<file path="src/rtl/switch_xbar.sv">
// switch_xbar: one output port of a 5-input mesh router crossbar.
//
// The switch arbiter names one input port through `direction`; that port's
// flit is moved into a single output holding register, which then presents
// it downstream until it is taken.
//
// Handshake rule (every port): a transfer happens on a rising clk edge where
// valid and ready are both 1. A valid flit holds its data stable until that
// edge, and ready never waits on valid.
//
// Ports
//   clk        in   single clock, rising edge
//   rst_n      in   asynchronous, active-low reset
//   direction  in   3   granted input: 0 Local, 1 North, 2 South, 3 East,
//                       4 West; 5-7 are illegal
//   in_valid   in   5   per-input flit valid, bit k = direction code k
//   in_data    in   5*DW per-input flit, port k at [k*DW +: DW]
//   in_ready   out  5   per-input accept (combinational)
//   out_valid  out  1   output flit valid (registered)
//   out_data   out  DW  output flit (registered)
//   out_port   out  3   direction code the held flit came from (registered)
//   out_ready  in   1   downstream accept
//   fwd_cnt    out  CW  completed output handshakes, wraps modulo 2^CW
//   bad_dir    out  1   sticky: an illegal direction code was seen
module switch_xbar #(
  parameter int DW = 8,
  parameter int CW = 16
) (
  input  logic              clk,
  input  logic              rst_n,
  input  logic [2:0]        direction,
  input  logic [4:0]        in_valid,
  input  logic [5*DW-1:0]   in_data,
  output logic [4:0]        in_ready,
  output logic              out_valid,
  output logic [DW-1:0]     out_data,
  output logic [2:0]        out_port,
  input  logic              out_ready,
  output logic [CW-1:0]     fwd_cnt,
  output logic              bad_dir
);

  // Holding register state; out_valid is a direct decode of it.
  typedef enum logic {
    EMPTY = 1'b0,
    FULL  = 1'b1
  } state_t;

  state_t          state_q, state_d;
  logic [DW-1:0]   data_q, data_d;
  logic [2:0]      port_q, port_d;
  logic [CW-1:0]   cnt_q, cnt_d;
  logic            bad_q, bad_d;

  logic            dir_ok;
  logic            free;
  logic            accept;
  logic            out_fire;
  logic [DW-1:0]   sel_data;

  assign dir_ok   = (direction <= 3'd4);
  // The register can take a flit when it is empty or is being drained this
  // cycle, which gives one flit per cycle with no bubble.
  assign free     = (state_q == EMPTY) | out_ready;
  assign out_fire = (state_q == FULL) & out_ready;

  // rst_n gates in_ready so nothing is offered while reset is held, without
  // waiting for a clock edge.
  always_comb begin
    in_ready = 5'b00000;
    if (rst_n && free && dir_ok) begin
      in_ready = 5'b00001 << direction;
    end
  end

  assign accept = |(in_valid & in_ready);

  always_comb begin
    sel_data = '0;
    case (direction)
      3'd0:    sel_data = in_data[0*DW +: DW];
      3'd1:    sel_data = in_data[1*DW +: DW];
      3'd2:    sel_data = in_data[2*DW +: DW];
      3'd3:    sel_data = in_data[3*DW +: DW];
      3'd4:    sel_data = in_data[4*DW +: DW];
      default: sel_data = '0;
    endcase
  end

  // State register
  always_ff @(posedge clk or negedge rst_n) begin
    if (!rst_n) begin
      state_q <= EMPTY;
      data_q  <= '0;
      port_q  <= 3'd0;
      cnt_q   <= '0;
      bad_q   <= 1'b0;
    end else begin
      state_q <= state_d;
      data_q  <= data_d;
      port_q  <= port_d;
      cnt_q   <= cnt_d;
      bad_q   <= bad_d;
    end
  end

  // Next-state logic
  always_comb begin
    state_d = state_q;
    data_d  = data_q;
    port_d  = port_q;
    cnt_d   = cnt_q;
    bad_d   = bad_q | ~dir_ok;
    case (state_q)
      EMPTY: begin
        if (accept) state_d = FULL;
      end
      FULL: begin
        if (accept)         state_d = FULL;
        else if (out_ready) state_d = EMPTY;
      end
      default: state_d = EMPTY;
    endcase
    // Data and port only move on an accept, so a direction change while the
    // register is held cannot disturb the flit already captured.
    if (accept) begin
      data_d = sel_data;
      port_d = direction;
    end
    if (out_fire) begin
      cnt_d = cnt_q + {{(CW-1){1'b0}}, 1'b1};
    end
  end

  // Output logic
  always_comb begin
    out_valid = (state_q == FULL);
    out_data  = data_q;
    out_port  = port_q;
    fwd_cnt   = cnt_q;
    bad_dir   = bad_q;
  end

endmodule
</file>
<file path="config.mk">
export PLATFORM = sky130hd
export DESIGN_NAME = switch_xbar
export DESIGN_NICKNAME = d
export VERILOG_FILES = /design/src/rtl/switch_xbar.sv
export SDC_FILE = /design/constraint.sdc
export NUM_CORES = 1
export LEC_CHECK = 0
export ABC_AREA = 1
export CORE_MARGIN = 8
export CORE_UTILIZATION = 41
export DETAILED_ROUTE_END_ITERATION = 10
export PLACE_DENSITY = 0.8
export SLEW_MARGIN = 10
export SYNTH_ARGS = -nofsm -noshare
export SYNTH_HDL_FRONTEND = slang
export SYNTH_SLANG_ARGS = --single-unit
</file>
<file path="constraint.sdc">
create_clock -name clk -period 1.7 [get_ports clk]
set_input_delay 0.17 -clock clk [delete_from_list [all_inputs] [get_ports clk]]
set_output_delay 0.17 -clock clk [all_outputs]
set_load 0.01 [all_outputs]
</file>
==> flow_summary_export.csv <==
group,metric,value,unit
synthesis,synth_area,1772,sq um
place,dpl-instance-area,2900,sq um
place,place.gp.congestion,0.7606,
finish,stdcell_count,410,
drt,postRouteAntennaNets,0,
synthesis,synthDistinctLibCells,23,
setup_path,worst-setup-path-type,"primary input to output pin",
floorplan,die_y,81.74,microns
grt,grt_pass1_vias,2001,
synthesis,yosysTopAreaCellShare,40.96,%
job,maxCapViolCount,0,
grt,gr-total-overflow,0,
floorplan,ios,85,
cts,ctsLongestPathBuffers,2,
synthesis,synthCells,235,
synthesis,ys.flop_type,"dfrtp_1",
pwr,power_density,756.5,nW/um^2
cts,ctsHoldBuffers,0,
run_status,outcome,"completed",
cts,cts_buffers,5,
timing,slew_viol_final,0,
synthesis,synth_edf_count,0,
synthesis,synth.top_cells.by_area,"dfrtp_1 (41%), nand2_1 (22%), inv_1 (4.0%)",
floorplan,num_rows,24,
grt,grt_usage,16.64,%
drt,avgViaCountPerCell,4.568,
timing,timing.fmax,637.0,MHz
synthesis,synth_seq_cells,29,
pwr,vdd_drop_max,386.0,uV
timing,setup_viol,0,
timing,fin_hold_ws,0.3113,ns
timing,fin_skew,0.004437,ns
timing,tns,0,ns
timing,worstMarginPinSlew,0.3567,ns
setup_path,required,1.53,ns
floorplan,core,4264,sq um
drt,drt_wl_total,5106,microns
synthesis,syn_nets,287,
synthesis,async_flop_share,100.0,%
drt,initialDrtViolationCount,26,
grt,antenna_found_initial,0,
timing,post-route-period-util,92.34,%
timing,slew_headroom,76.22,%
pwr,power.total,2.278,mW
floorplan,die_w,81.74,microns
timing,rsz0062_at_grt,"false",
cts,cts_root_buffer,"clkbuf_8",
finish,drive_gt1_share,19.83,%
setup_path,cp_max_fo,5,
synthesis,synth_top_cell_by_area,"dfrtp_1",
synthesis,ys_warn_count,0,
place,numPortBuffers,84,
cts,cts_tree,"yes",
drt,num_vias,1873,
drt,firstDrtPassIters,4,
timing,hold_violations,0,
pwr,p_leak,1.548,nW
hold_path,hp-class,"primary input to asynchronous set/reset pin",
cts,clk_pin_slew,0.06,ns
cts,cts_max_level,2,
synthesis,syn_avg_cell_area,7.539,sq um
place,dp_hpwl,4377,microns
finish,num_antenna_cells,0,
finish,n_fill_cell,366,
cts,cts.sinks,29,
synthesis,ys_seq_area_share,40.96,%
finish,nets,409,
grt,grt_pass1_wl,8728,microns
setup_path,cp.arrival,1.40,ns
setup_path,critPathCaptureType,"output pin",
place,placed_cells,400,
timing,fin_crit,1.570,ns
setup_path,cp-start-kind,"primary input",
finish,final_cell_area,3012,sq um
floorplan,die_area,6681,sq um
floorplan,initial_core_util,41.55,%
cts,insertion_delay,0.28,ns
place,pre_cts_ws,-0.1969,ns
finish,final_util,70.63,%
grt,grt_max_degree,30,
timing,timing.final.ws_setup,0.1303,ns
drt,avgRoutedWirePerCell,12.45,microns
finish,area_growth,69.99,%
drt,drcViolationCount,0,
sequential cells by signal, summed over array words and instances (netlist names):
name       cells
bad_dir        1
fwd_cnt       16
out_data       8
out_port       3
out_valid      1
layout by cell type (no fill, tap or decap), types with 6 or more instances in the layout:
master and n:
nor2_1 18, inv_1 19, nand2_1 102, nand2_2 10, dfrtp_1 29, o21ai_0 9, clkbuf_8 7, xor2_1 8
buf_4 32, nand3_1 6, clkdlybuf4s50_1 78
worst max-delay path: stages:
cell and delay (ns):
clkdlybuf4s50_1 0.48, inv_1 0.08, a21oi_4 0.13, inv_1 0.11, nor3_1 0.14, dlygate4sd2_1 0.29
kinds of logic (layout without fill, tap and decap cells):
logic type	Yosys count	after routing	share of synthesized area [%]
DFF	29	29	40.96
and+or+nand+nor	156	156	41.67
adders and majority gates	1	1	0.7061
xor gates and xnor gates	13	13	6.427
AOI/OAI and AO/OA	12	12	4.308
buffers and inverters	24	147	5.932
final timing paths:
kind / startpoint / end / slack (ns) / cells after the start
min in group clk: fwd_cnt[15] / fwd_cnt[15] / 0.47 / 1
max in group asynchronous: rst_n / out_data[3] / 1.12 / 2
setup reg to reg: out_valid / fwd_cnt[9] / 0.16 / 9
setup / recovery: rst_n / in_ready[4] / 0.13 / 6
hold reg to reg: fwd_cnt[15] / fwd_cnt[15] / 0.47 / 1
hold / removal: rst_n / fwd_cnt[7] / 0.31 / 2
cells in the mapped netlist, types with 2 or more instances:
library cell,number
nand2_2,10
nand3_1,6
xor2_1,8
nand2_4,2
o21ai_0,9
nand4_1,2
nor2_4,5
nor3_1,3
nand2_1,102
inv_1,19
inv_2,3
nand3_2,4
buf_6,2
xnor2_1,5
dfrtp_1,29
nor2_1,18
nor3_4,2
report_power, final:
| group | total [mW] | internal (mW) | switching (mW) | leakage [nW] |
|---|---|---|---|---|
| clock | 0.623 | 0.365 | 0.258 | 0.0542 |
| combinational | 0.738 | 0.440 | 0.298 | 1.11 |
| sequential | 0.917 | 0.805 | 0.113 | 0.382 |
layout make-up:
cell class / instances / area [sq um] / area share (%)
clock buffer: 7 / 96.34 / 3.199
clock inverter: 1 / 5.005 / 0.1662
inverter: 22 / 82.58 / 2.742
tap: 52 / 65.06 / 2.160
sequential: 29 / 725.7 / 24.10
timing repair buffer: 117 / 1090 / 36.19
multi-input combinational: 182 / 947.2 / 31.45
per-layer routing:
metal  track usage [%]  part of all wire (%)  vias to the layer above  routed length (microns)
met4             5.439                   1.7                        0                       89
met1             17.25                    38                      823                     1933
li1                  -                     -                      967                        -
met5                 0                     0                        -                        0
met2             27.47                    46                       75                     2340
met3             9.956                    15                        8                      743
repair_timing:
| item | 4_1_cts | 5_1_grt |
|---|---|---|
| gates resized for setup | 6 | 4 |
| endpoints found under the setup margin | 5 | 3 |
| setup buffers | 0 | 2 |
| pin swaps | 0 | 1 |
No activity file was read; power rests on OpenSTA's default activity.
